<file path="src/rtl/bus_master_ctrl.sv">
// rtl/bus_master_ctrl.sv - master-side sequencer for the serial shared bus
module bus_master_ctrl #(
    parameter int ADDR_W    = 12,
    parameter int DATA_W    = 8,
    parameter int TIMEOUT   = 16,
    parameter int MAX_RETRY = 3
) (
    input  logic              clk,
    input  logic              reset,
    input  logic              start,
    input  logic              cmd_write,
    input  logic [1:0]        cmd_slave,
    input  logic [ADDR_W-1:0] cmd_addr,
    input  logic [DATA_W-1:0] cmd_wdata,
    output logic              busy,
    output logic              done,
    output logic              error,
    output logic [DATA_W-1:0] rdata,
    output logic              m_request,
    output logic              m_address_valid,
    output logic              m_address,
    output logic              m_data,
    output logic              m_valid,
    output logic              m_write_en,
    input  logic              m_ready,
    input  logic              m_available,
    input  logic              m_data_in,
    input  logic              m_valid_in
);
    localparam int MAXW = (ADDR_W > DATA_W) ? ADDR_W : DATA_W;
    localparam int CW   = $clog2(MAXW + 1);
    localparam int TW   = $clog2(TIMEOUT + 1);
    localparam int RW   = (MAX_RETRY < 1) ? 1 : $clog2(MAX_RETRY + 1);

    typedef enum logic [3:0] {
        S_IDLE, S_REQ, S_SLV, S_WAIT_RDY, S_ADDR, S_WDATA, S_RDATA, S_DONE, S_ERR
    } state_t;

    state_t            state_q, state_d;
    logic              write_q, write_d;
    logic [1:0]        slave_q, slave_d;
    logic [ADDR_W-1:0] addr_q, addr_d;
    logic [DATA_W-1:0] wdata_q, wdata_d;
    logic [ADDR_W-1:0] addr_sh_q, addr_sh_d;
    logic [DATA_W-1:0] data_sh_q, data_sh_d;
    logic [DATA_W-1:0] rshift_q, rshift_d;
    logic [DATA_W-1:0] rdata_q, rdata_d;
    logic [CW-1:0]     bit_cnt_q, bit_cnt_d;
    logic [TW-1:0]     to_cnt_q, to_cnt_d;
    logic [RW-1:0]     retry_q, retry_d;
    logic              on_bus;

    assign on_bus = (state_q == S_SLV) || (state_q == S_WAIT_RDY) || (state_q == S_ADDR)
                 || (state_q == S_WDATA) || (state_q == S_RDATA);

    always_comb begin
        state_d   = state_q;
        write_d   = write_q;
        slave_d   = slave_q;
        addr_d    = addr_q;
        wdata_d   = wdata_q;
        rshift_d  = rshift_q;
        rdata_d   = rdata_q;
        bit_cnt_d = bit_cnt_q;
        to_cnt_d  = to_cnt_q;
        retry_d   = retry_q;
        // Shifters reload from the latched command outside their phase, so a retry re-sends everything
        addr_sh_d = (state_q == S_ADDR)  ? {addr_sh_q[ADDR_W-2:0], 1'b0} : addr_q;
        data_sh_d = (state_q == S_WDATA) ? {data_sh_q[DATA_W-2:0], 1'b0} : wdata_q;

        if (on_bus && !m_available) begin
            bit_cnt_d = '0;
            to_cnt_d  = '0;
            if (retry_q < RW'(MAX_RETRY)) begin
                retry_d = retry_q + 1'b1;
                state_d = S_REQ;
            end else begin
                state_d = S_ERR;
            end
        end else begin
            case (state_q)
                S_IDLE: begin
                    bit_cnt_d = '0;
                    to_cnt_d  = '0;
                    if (start) begin
                        if (cmd_slave != 2'd3) begin
                            write_d = cmd_write;
                            slave_d = cmd_slave;
                            addr_d  = cmd_addr;
                            wdata_d = cmd_wdata;
                            retry_d = '0;
                            state_d = S_REQ;
                        end else begin
                            state_d = S_ERR;
                        end
                    end
                end
                S_REQ: begin
                    if (m_available) begin
                        bit_cnt_d = '0;
                        to_cnt_d  = '0;
                        state_d   = S_SLV;
                    end
                end
                S_SLV: begin
                    if (bit_cnt_q == CW'(1)) begin
                        bit_cnt_d = '0;
                        state_d   = S_WAIT_RDY;
                    end else begin
                        bit_cnt_d = bit_cnt_q + 1'b1;
                    end
                end
                S_WAIT_RDY: begin
                    if (m_ready) begin
                        to_cnt_d = '0;
                        state_d  = S_ADDR;
                    end else if (to_cnt_q == TW'(TIMEOUT - 1)) begin
                        state_d = S_ERR;
                    end else begin
                        to_cnt_d = to_cnt_q + 1'b1;
                    end
                end
                S_ADDR: begin
                    if (bit_cnt_q == CW'(ADDR_W - 1)) begin
                        bit_cnt_d = '0;
                        to_cnt_d  = '0;
                        state_d   = write_q ? S_WDATA : S_RDATA;
                    end else begin
                        bit_cnt_d = bit_cnt_q + 1'b1;
                    end
                end
                S_WDATA: begin
                    if (bit_cnt_q == CW'(DATA_W - 1)) begin
                        bit_cnt_d = '0;
                        state_d   = S_DONE;
                    end else begin
                        bit_cnt_d = bit_cnt_q + 1'b1;
                    end
                end
                S_RDATA: begin
                    if (m_valid_in) begin
                        rshift_d = {rshift_q[DATA_W-2:0], m_data_in};
                        to_cnt_d = '0;
                        if (bit_cnt_q == CW'(DATA_W - 1)) begin
                            rdata_d   = {rshift_q[DATA_W-2:0], m_data_in};
                            bit_cnt_d = '0;
                            state_d   = S_DONE;
                        end else begin
                            bit_cnt_d = bit_cnt_q + 1'b1;
                        end
                    end else if (to_cnt_q == TW'(TIMEOUT - 1)) begin
                        state_d = S_ERR;
                    end else begin
                        to_cnt_d = to_cnt_q + 1'b1;
                    end
                end
                S_DONE:  state_d = S_IDLE;
                S_ERR:   state_d = S_IDLE;
                default: state_d = S_IDLE;
            endcase
        end
    end

    always_ff @(posedge clk) begin
        if (reset) begin
            state_q   <= S_IDLE;
            write_q   <= 1'b0;
            slave_q   <= '0;
            addr_q    <= '0;
            wdata_q   <= '0;
            addr_sh_q <= '0;
            data_sh_q <= '0;
            rshift_q  <= '0;
            rdata_q   <= '0;
            bit_cnt_q <= '0;
            to_cnt_q  <= '0;
            retry_q   <= '0;
        end else begin
            state_q   <= state_d;
            write_q   <= write_d;
            slave_q   <= slave_d;
            addr_q    <= addr_d;
            wdata_q   <= wdata_d;
            addr_sh_q <= addr_sh_d;
            data_sh_q <= data_sh_d;
            rshift_q  <= rshift_d;
            rdata_q   <= rdata_d;
            bit_cnt_q <= bit_cnt_d;
            to_cnt_q  <= to_cnt_d;
            retry_q   <= retry_d;
        end
    end

    // Every output below is a decode of registered state only
    assign busy            = (state_q != S_IDLE);
    assign done            = (state_q == S_DONE) || (state_q == S_ERR);
    assign error           = (state_q == S_ERR);
    assign rdata           = rdata_q;
    assign m_request       = (state_q == S_REQ) || on_bus;
    assign m_address_valid = (state_q == S_REQ);
    assign m_valid         = (state_q == S_SLV) || (state_q == S_ADDR) || (state_q == S_WDATA);
    assign m_write_en      = ((state_q == S_ADDR) && write_q) || (state_q == S_WDATA);
    assign m_data          = (state_q == S_WDATA) && data_sh_q[DATA_W-1];

    always_comb begin
        m_address = 1'b0;
        if (state_q == S_SLV) begin
            m_address = bit_cnt_q[0] ? slave_q[0] : slave_q[1];
        end else if (state_q == S_ADDR) begin
            m_address = addr_sh_q[ADDR_W-1];
        end
    end
endmodule

</file>
<file path="config.mk">
export PLATFORM = sky130hd
export DESIGN_NAME = bus_master_ctrl
export DESIGN_NICKNAME = d
export VERILOG_FILES = /design/src/rtl/bus_master_ctrl.sv
export SDC_FILE = /design/constraint.sdc
export NUM_CORES = 1
export LEC_CHECK = 0
export BUFFER_PORTS_ARGS = -buffer_cell sky130_fd_sc_hd__buf_2
export CAP_MARGIN = 20
export CORE_MARGIN = 5
export CORE_UTILIZATION = 51
export DETAILED_ROUTE_END_ITERATION = 8
export GPL_TIMING_DRIVEN = 0
export PLACE_DENSITY = 0.79
export SKIP_CTS_REPAIR_TIMING = 1
export SLEW_MARGIN = 20
export SYNTH_ARGS = -nofsm -noshare
export SYNTH_HDL_FRONTEND = slang
export SYNTH_SLANG_ARGS = --single-unit
</file>
<file path="constraint.sdc">
create_clock -name clk -period 1.6 [get_ports clk]
set_clock_uncertainty 0.05 [all_clocks]
set_input_delay 0.16 -clock clk [delete_from_list [all_inputs] [get_ports clk]]
set_output_delay 0.16 -clock clk [all_outputs]
set_load 0.01 [all_outputs]
</file>
==> results.yml, run 1 <==
status:
  status: "finished with violations"
  violations: "negative setup slack"
final_layout:
  n_antenna_cell: 0
  synthToLayoutAreaGrowth_pct: 46.41
  drive_above_1_share_pct: 42.24
  fillers: 434
  fin_util_pct: 76.71
  final_cells: 567
  fin_nets: 519
sta:
  setup_viol: 51
  worst-slew-pin-transition_ns: 0.7458
  drv_slew: 0
  hold_viol_final: 0
  rsz0062_at_grt: "true"
  relSlewSlack_pct: 50.28
  layout_worst_path_cycle_share_pct: 114.4
  fmax_ghz: 0.5464
  worst_hold_slack_ns: 0.006971
  finalWorstSetupSlack_ns: -0.2301
  tns_ns: -5.694
  min_period_ns: 1.830
pwr:
  seqPwrFrac_pct: 34.6
  peakVddDrop_uv: 1038
  p_sw_share_pct: 34.71
  finalPower_mw: 6.183
  combPwrFrac_pct: 37.9
  power.internal_mw: 4.037
  total_leakage_power_nw: 2.025
  power.density_nw_per_um2: 1277
  switchingPower_mw: 2.146
  clkPwrFrac_pct: 27.5
clock_network:
  cts_root_buf: "clkbuf_8"
  cts_tree: "done"
  clk_pin_slew_ns: 0.09
  worstSkewPairLatency_ns: 0.36
  clock_path_buffers: 2
  cts_buffers: 9
  cts_sinks: 73
  cts_htree_levels: 3
synth:
  synth.most_common_cell: "nand2_1"
  synth_edf_count: 0
  syn_nets: 422
  yosysSeqAreaShare_pct: 44.18
  ys_warn_count: 0
  netlist_instances: 388
  synth_seq_cells: 73
  synth_top_cell_area_share_pct: 44.18
  synthArstFlopShare_pct: 0
  netlist_top_cells_count: "nand2_1, dfxtp_1, a21oi_1"
  synth_top_area_cell: "dfxtp_1"
  ys_types: 56
  synthFlopType: "dfxtp_1"
  synth_area_per_cell_um2: 8.526
  syn_area_um2: 3308
  synthTopCellsByArea: "dfxtp_1, nand2_1, mux2i_1, a21oi_1, nor2_1"
grt:
  grt_pass1_wl_um: 13070
  track_usage_pct: 19.24
  antenna_found_initial: 0
  grt_max_degree: 14
  globalRouteOverflowTotal: 0
  grt_pass1_vias: 2798
routing:
  dr_total_vias: 3278
  drc: 0
  wl_per_cell_um: 18.00
  vias_per_cell: 5.781
  drt_first_iter_violations: 204
  postRouteAntennaNets: 0
  drt_wl_total_um: 10210
  dr.pass1.iters: 5
critical_path:
  crit_type: "flop to output port"
  cp-start-kind: "flop"
  cp-end-kind: "output port"
  reg2regPathDepth: 6
  arrival_ns: 1.62
  worst-endpoint-required_ns: 1.39
  worst-path-max-fanout: 6
die:
  core_area_um2: 6314
  io_pins: 47
  dieArea_um2: 8197
  die_h_um: 90.54
  chipWidth_um: 90.54
  rows: 29
  start_util_pct: 52.40
worst_hold_path:
  hold_path.class: "input pin to flop"
  min_path_cells: 3
place:
  dp_cells: 509
  dp.final_hpwl_um: 5396
  gp_congestion: 0.9053
  io_buffers: 44
job:
  maxCapViolCount: 0
-- power groups by stage --
stage / logic, mW / registers, mW / clock network, mW
global route: 2.48 / 2.16 / 1.77
floorplan: 0.936 / 2.10 / 0
global placement: 1.23 / 2.13 / 0
CTS: 1.27 / 2.09 / 1.68
detailed placement: 1.26 / 2.13 / 0
finish: 2.34 / 2.14 / 1.70
-- routing by layer --
layer	wire length [um]	GRT usage, %	up-vias
met5	0	0	-
met4	311	9.429	0
met3	595	4.167	32
met2	5226	30.93	131
met1	4074	24.25	1568
li1	-	-	1547
-- final timing paths --
kind,start,endpoint,slack (ns)
setup reg to reg,state_q[2]$_SDFFE_PP0P_,to_cnt_q[0]$_SDFFE_PP0P_,-0.20
hold reg to reg,addr_sh_q[10]$_SDFF_PP0_,addr_sh_q[11]$_SDFF_PP0_,0.38
setup / recovery,state_q[2]$_SDFFE_PP0P_,m_address,-0.23
hold / removal,m_data_in,rshift_q[0]$_SDFFE_PP0P_,0.007
-- cell families (layout without fill, tap and decap cells) --
| group | after synthesis | count (layout) | share of synthesized area [%] |
|---|---|---|---|
| AOI/OAI and AO/OA | 89 | 89 | 17.66 |
| xor gates and xnor gates | 1 | 1 | 0.2648 |
| adders and majority gates | 4 | 4 | 1.513 |
| buffers and inverters | 35 | 137 | 5.295 |
| DFF | 73 | 73 | 44.18 |
| muxes | 24 | 24 | 7.262 |
| and+or+nand+nor | 162 | 162 | 23.83 |
-- placed cells by master (no fill, tap or decap), types with 3 or more instances in the layout --
master         synthesis  layout
mux2i_1               24      24
nand2_1               78      57
nor3_2                 0       3
nand4b_1               3       3
nand2_4                0      18
inv_1                 10       8
buf_8                  0       6
nor3b_1                5       3
a21oi_2                1      22
dfxtp_1               73      67
o21ai_0                7       4
nor2_1                32      30
nand2b_1               6       5
a211oi_1               3       3
buf_4                  3      29
dfxtp_4                0       4
nand2_2                0       3
clkbuf_8               0      10
nand3_1                7       5
o21bai_4               0       3
nand3b_1               4       4
dlygate4sd3_1          0       5
clkbuf_1              10       7
o21a_1                 3       3
o211ai_1               5       5
a21oi_1               46      24
buf_6                  3      13
buf_2                  8      45
-- flip-flops by register name (all words and copies together) (netlist names), 2 cells and up --
register   flops
rshift_q       7
slave_q        2
data_sh_q      8
retry_q        2
addr_q        12
to_cnt_q       5
rdata          8
wdata_q        8
addr_sh_q     12
state_q        4
bit_cnt_q      4
-- critical path: stages (launching register included) --
cell	delay, ns
dfxtp_4	0.38
or4b_4	0.58
o21ai_4	0.17
buf_6	0.12
-- layout make-up --
class | count | area, um2 | area share, %
Inverter | 10 | 40.04 | 0.8267
Clock inverter | 6 | 88.84 | 1.834
Timing Repair Buffer | 87 | 629.4 | 12.99
Sequential cell | 73 | 1479 | 30.53
Tap cell | 77 | 96.34 | 1.989
Buffer | 24 | 212.7 | 4.392
Multi-Input combinational cell | 280 | 2160 | 44.59
Clock buffer | 10 | 137.6 | 2.842
-- per-stage QoR --
step                worst slack, ns  area, um2
floorplan                   0.02377       3314
global placement            -0.2769       3631
detailed placement          -0.3159       3631
CTS                         -0.6996       3857
global route                -0.2765       4843
finish                      -0.2301       4843
Power figures use the tool's default switching activity.
==> run 2: changes to the inputs <==
- CORE_MARGIN: 5 -> 2
==> results.yml, run 2 (synthesis results as in run 1) <==
final_layout:
  final_cell_mix: "dfxtp_1, nand2_1, buf_2, nor2_1, a21oi_1"
  n_antenna_cell: 0
  largestRegisters: "addr_q: 12 flops, addr_sh_q: 12 flops"
  final_cells: 569
  synthToLayoutAreaGrowth_pct: 44.18
  fin_nets: 521
  drive_above_1_share_pct: 39.43
  fillers: 426
  fin_util_pct: 75.55
  layout_commonest_cell: "dfxtp_1"
clock_network:
  clk_pin_slew_ns: 0.08
  cts_tree: "done"
  clock_path_buffers: 2
  cts_htree_levels: 3
  cts_sinks: 73
  worstSkewPairLatency_ns: 0.36
  cts_buffers: 9
  cts_root_buf: "clkbuf_8"
critical_path:
  cpMostUsedCell: "buf_8"
  cp-start-kind: "flop"
  cp_slowest_cell: "dfxtp_4"
  cp_cell_sequence: "buf_8 > buf_8 > nor3_4 > and2_4 > a31o_4 > buf_6"
  cpPeakStageDelay_ns: 0.38
  arrival_ns: 1.64
  crit_type: "flop to output port"
  critPathTopFamily: "simple AND/OR/NAND/NOR gates"
  worst-path-buf-inv: 3
  cp-end-kind: "output port"
  worst-path-max-fanout: 6
  worst-endpoint-required_ns: 1.39
grt:
  grt_pass1_vias: 2666
  grt_max_degree: 14
  grt_pass1_wl_um: 12380
  antenna_found_initial: 0
  track_usage_pct: 21.61
  globalRouteOverflowTotal: 0
sta:
  fmax_ghz: 0.5408
  hold_viol_final: 1
  worst-slew-pin-transition_ns: 0.7071
  relSlewSlack_pct: 52.86
  worst_hold_slack_ns: -0.006656
  rsz0062_at_grt: "true"
  drv_slew: 0
  min_period_ns: 1.849
  layout_worst_path_cycle_share_pct: 115.6
  setup_viol: 42
  finalWorstSetupSlack_ns: -0.2491
place:
  gp_congestion: 0.8530
  io_buffers: 44
  dp_cells: 509
  dp.final_hpwl_um: 5421
routing:
  drt_first_iter_violations: 256
  vias_per_cell: 5.766
  dr_total_vias: 3281
  dr.pass1.iters: 4
  postRouteAntennaNets: 0
  wl_per_cell_um: 17.43
  drt_wl_total_um: 9915
  drc: 0
die:
  core_area_um2: 6314
  io_pins: 47
  die_h_um: 84.54
  rows: 29
  start_util_pct: 52.40
  chipWidth_um: 84.54
  dieArea_um2: 7147
status:
  status: "finished with violations"
  violations: "negative hold slack, negative setup slack"
worst_hold_path:
  hold_path.class: "input pin to flop"
pwr:
  total_leakage_power_nw: 1.989
  power.density_nw_per_um2: 1252
  clkPwrFrac_pct: 25.4
  switchingPower_mw: 2.052
  power.internal_mw: 3.919
  combPwrFrac_pct: 38.9
  p_sw_share_pct: 34.37
  seqPwrFrac_pct: 35.7
  peakVddDrop_uv: 841.1
job:
  maxCapViolCount: 0
==> run 2: cell types whose count changed in the layout (fill, tap and decap cells not counted), moves of 2 or more <==
cell	before	now
a21oi_1	24	28
a21oi_2	22	19
buf_12	1	3
buf_4	29	27
buf_6	13	16
dlygate4sd3_1	5	9
nand2_1	57	64
nand2_4	18	11
nand2b_4	0	2
==> run 2: worst reg2reg max path, cell delays in order (launching register included) <==
cell and delay, ns:
dfxtp_2 0.34, buf_6 0.13, or4b_4 0.50, buf_4 0.16, o2bb2ai_4 0.22, nand4b_1 0.18
o21ai_1 0.13
==> run 2: area by class of cell <==
type / instances / area, um2 / area share (%)
timing repair buffer: 88 / 650.6 / 13.64
buffer: 25 / 232.7 / 4.879
clock inverter: 6 / 65.06 / 1.364
tap: 77 / 96.34 / 2.020
clock buffer: 10 / 137.6 / 2.886
inverter: 10 / 40.04 / 0.8395
multi-input combinational: 280 / 2068 / 43.36
sequential: 73 / 1479 / 31.01
==> run 2: path summary, 6_finish.rpt <==
kind              slack [ns]                 endpoint               startpoint  cells after the start
setup reg to reg       -0.24  state_q[3]$_SDFFE_PP0P_  state_q[3]$_SDFFE_PP0P_                      6
hold reg to reg         0.40  addr_sh_q[2]$_SDFF_PP0_  addr_sh_q[1]$_SDFF_PP0_                      2
setup / recovery       -0.25                     done  state_q[2]$_SDFFE_PP0P_                      6
hold / removal        -0.007  wdata_q[3]$_SDFFE_PP0P_             cmd_wdata[3]                      3
==> run 2: metrics by stage <==
step	hold WS (ns)	TNS [ns]	instance area (um2)	power (mW)	setup WS, ns
after detailed placement	0.3566	-9.153	3631	3.391	-0.3434
after global routing	-0.003147	-6.449	4770	6.210	-0.2889
after CTS	-0.02396	-12.51	3834	4.855	-0.7168
after global placement	0.3513	-6.937	3631	3.358	-0.3003
final	-0.006656	-3.866	4770	5.972	-0.2491
after floorplan	0.2460	0	3314	3.040	0.02377
==> run 2: routing by layer <==
| metal | GRT usage (%) | up-vias | wire (um) |
|---|---|---|---|
| li1 | - | 1546 | - |
| met4 | 8.225 | 0 | 218 |
| met3 | 4.720 | 18 | 553 |
| met2 | 35.86 | 121 | 5136 |
| met1 | 27.56 | 1596 | 4007 |
| met5 | 0 | - | 0 |
==> run 2: power groups by stage <==
stage	Sequential [mW]	Combinational (mW)	Clock, mW
after floorplan	2.10	0.936	0
after global placement	2.12	1.23	0
after global routing	2.15	2.46	1.60
after detailed placement	2.14	1.26	0
after CTS	2.09	1.26	1.50
final	2.13	2.32	1.51
==> run 3: changes to the inputs <==
- ABC_AREA: unset -> 1
- CORE_UTILIZATION: 51 -> 53
- CTS_BUF_LIST: unset -> sky130_fd_sc_hd__clkbuf_2
- CTS_CLUSTER_SIZE: unset -> 20
- PLACE_DENSITY: 0.79 -> 0.82
==> results.yml, run 3 <==
die:
  rows: 28
  die_h_um: 81.50
  core_area_um2: 5851
  io_pins: 47
  chipWidth_um: 81.50
  dieArea_um2: 6641
  start_util_pct: 54.41
routing:
  drt_first_iter_violations: 355
  drc: 0
  vias_per_cell: 5.517
  dr.pass1.iters: 6
  wl_per_cell_um: 15.52
  drt_wl_total_um: 10020
  dr_total_vias: 3564
  postRouteAntennaNets: 0
synth:
  synth_compound_area_share_pct: 13.68
  synth_top_family_by_area: "simple AND/OR/NAND/NOR gates"
  synthXorXnorAreaFrac_pct: 0
  ys_types: 27
  synthTopCellsByArea: "dfxtp_1, nor2_1, o21ai_0, nand2_1, nand3_1"
  netlist_instances: 452
  synth_top_area_cell: "dfxtp_1"
  synth_edf_count: 0
  synth_seq_cells: 73
  ys_warn_count: 0
  netlist_top_cells_count: "nor2_1, dfxtp_1, nand2_1"
  syn_area_um2: 3183
  synth_adder_area_share_pct: 1.572
  synth.most_common_cell: "nor2_1"
  syn_nets: 486
  synthMuxAreaShare_pct: 0
  synth_top_cell_area_share_pct: 45.91
  yosysSeqAreaShare_pct: 45.91
  synthArstFlopShare_pct: 0
  synth-simple-area-share_pct: 32.04
  synth_area_per_cell_um2: 7.042
  synthFlopType: "dfxtp_1"
pwr:
  peakVddDrop_uv: 843.8
  total_leakage_power_nw: 2.090
  seqPwrFrac_pct: 41.2
  power.internal_mw: 3.500
  p_sw_share_pct: 38.25
  power.density_nw_per_um2: 1235
  switchingPower_mw: 2.168
  combPwrFrac_pct: 37.3
  clkPwrFrac_pct: 21.5
final_layout:
  largestRegisters: "addr_q: 12 flops, addr_sh_q: 12 flops"
  fin_nets: 600
  fin_util_pct: 78.42
  layout_commonest_cell: "nor2_1"
  final_cell_mix: "nor2_1, dfxtp_1, nand2_1, buf_2, o21ai_0"
  n_antenna_cell: 0
  final_area_um2: 4588
  synthToLayoutAreaGrowth_pct: 44.14
  drive_above_1_share_pct: 32.75
worst_hold_path:
  hold_path.class: "input pin to flop"
grt:
  grt_max_degree: 14
  globalRouteOverflowTotal: 0
  antenna_found_initial: 0
  track_usage_pct: 23.75
  grt_pass1_vias: 2738
  grt_pass1_wl_um: 12090
clock_network:
  cts_root_buf: "clkbuf_2"
  cts_tree: "done"
  clk_pin_slew_ns: 0.21
  cts_htree_levels: 3
  worstSkewPairLatency_ns: 0.53
  cts_sinks: 73
  clock_path_buffers: 2
  cts_buffers: 9
critical_path:
  crit_type: "flop to output port"
  worst-endpoint-required_ns: 1.39
  cpPeakStageDelay_ns: 0.44
  cp_cell_sequence: "inv_6 > nor2_2 > nand2_2 > buf_6 > nor2_4 > buf_6"
  cpMostUsedCell: "buf_6"
  arrival_ns: 1.72
  worst-path-max-fanout: 5
  cp_slowest_cell: "dfxtp_4"
  cp-end-kind: "output port"
  cp-start-kind: "flop"
sta:
  relSlewSlack_pct: 59.16
  fmax_ghz: 0.5179
  setup_viol: 54
  layout_worst_path_cycle_share_pct: 120.7
  worst_hold_slack_ns: 0.1019
  rsz0062_at_grt: "true"
  tns_ns: -6.193
  hold_viol_final: 0
  drv_slew: 0
  worst-slew-pin-transition_ns: 0.6126
  min_period_ns: 1.931
  finalWorstSetupSlack_ns: -0.3310
place:
  gp_congestion: 0.8927
  place_area_um2: 3507
  dp.final_hpwl_um: 5115
  io_buffers: 46
  dp_slack_ns: -0.05026
job:
  maxCapViolCount: 0
status:
  violations: "negative setup slack"
  status: "finished with violations"
## run 3: cell types whose count changed after synthesis, moves of 6 or more
cell,previous run,this run
o21ai_0,7,55
nor2_1,32,123
nor2_2,0,6
mux2i_1,24,0
nand2b_1,6,0
inv_1,10,33
nand3_1,7,26
a21oi_1,46,17
nand2_1,78,67
## run 3: power by group through the flow
stage	clock network, mW	registers, mW	logic [mW]
6_report	1.22	2.34	2.11
5_1_grt	1.31	2.37	2.30
2_1_floorplan	0	2.28	1.06
3_5_place_dp	0	2.32	1.41
4_1_cts	1.21	2.28	1.43
3_3_place_gp	0	2.31	1.38
## run 3: final cells by class
cell class / count / area [um2]
multi-input cells: 325 / 1774
flip-flops and latches: 73 / 1483
fillers: 370 / 1262
repair buffers: 103 / 800.8
inverters: 39 / 176.4
plain buffers: 15 / 121.4
clock inverters: 7 / 93.84
well taps: 75 / 93.84
clock buffers: 9 / 45.04
## run 3: worst paths after layout
path	from	end	slack, ns	cells past startpoint
min reg2reg	wdata_q[0]$_SDFFE_PP0P_	data_sh_q[0]$_SDFF_PP0_	0.40	2
max	state_q[0]$_SDFFE_PP0P_	m_data	-0.33	6
max reg2reg	state_q[3]$_SDFFE_PP0P_	rdata[1]$_SDFFE_PP0P_	-0.29	12
min	m_valid_in	state_q[2]$_SDFFE_PP0P_	0.10	5
## run 3: per-stage QoR
stage          total power [mW]  instances
4_1_cts                   4.921        589
2_1_floorplan             3.338        452
3_5_place_dp              3.728        573
5_1_grt                   5.981        646
3_3_place_gp              3.690        573
6_report                  5.668        646
## run 3: metal layers
layer / share of wire, % / wire length [um] / track usage (%)
met1: 39 / 3924 / 30.32
met2: 49 / 4867 / 38.61
met3: 6.7 / 675 / 4.396
met4: 5.5 / 556 / 11.69
met5: 0 / 0 / 0
## run 3: cells by family after synthesis
group           count (synthesis)
flops                          73
fa+ha+maj                       4
simple gates                  239
buf+inv                        54
compound gates                 82
## run 3: critical path: cells and delay by family, from the launching register on
family	cells	cell delay, ns
buffers and inverters	3	0.31
flip-flops	1	0.44
AND/OR/NAND/NOR	3	0.44
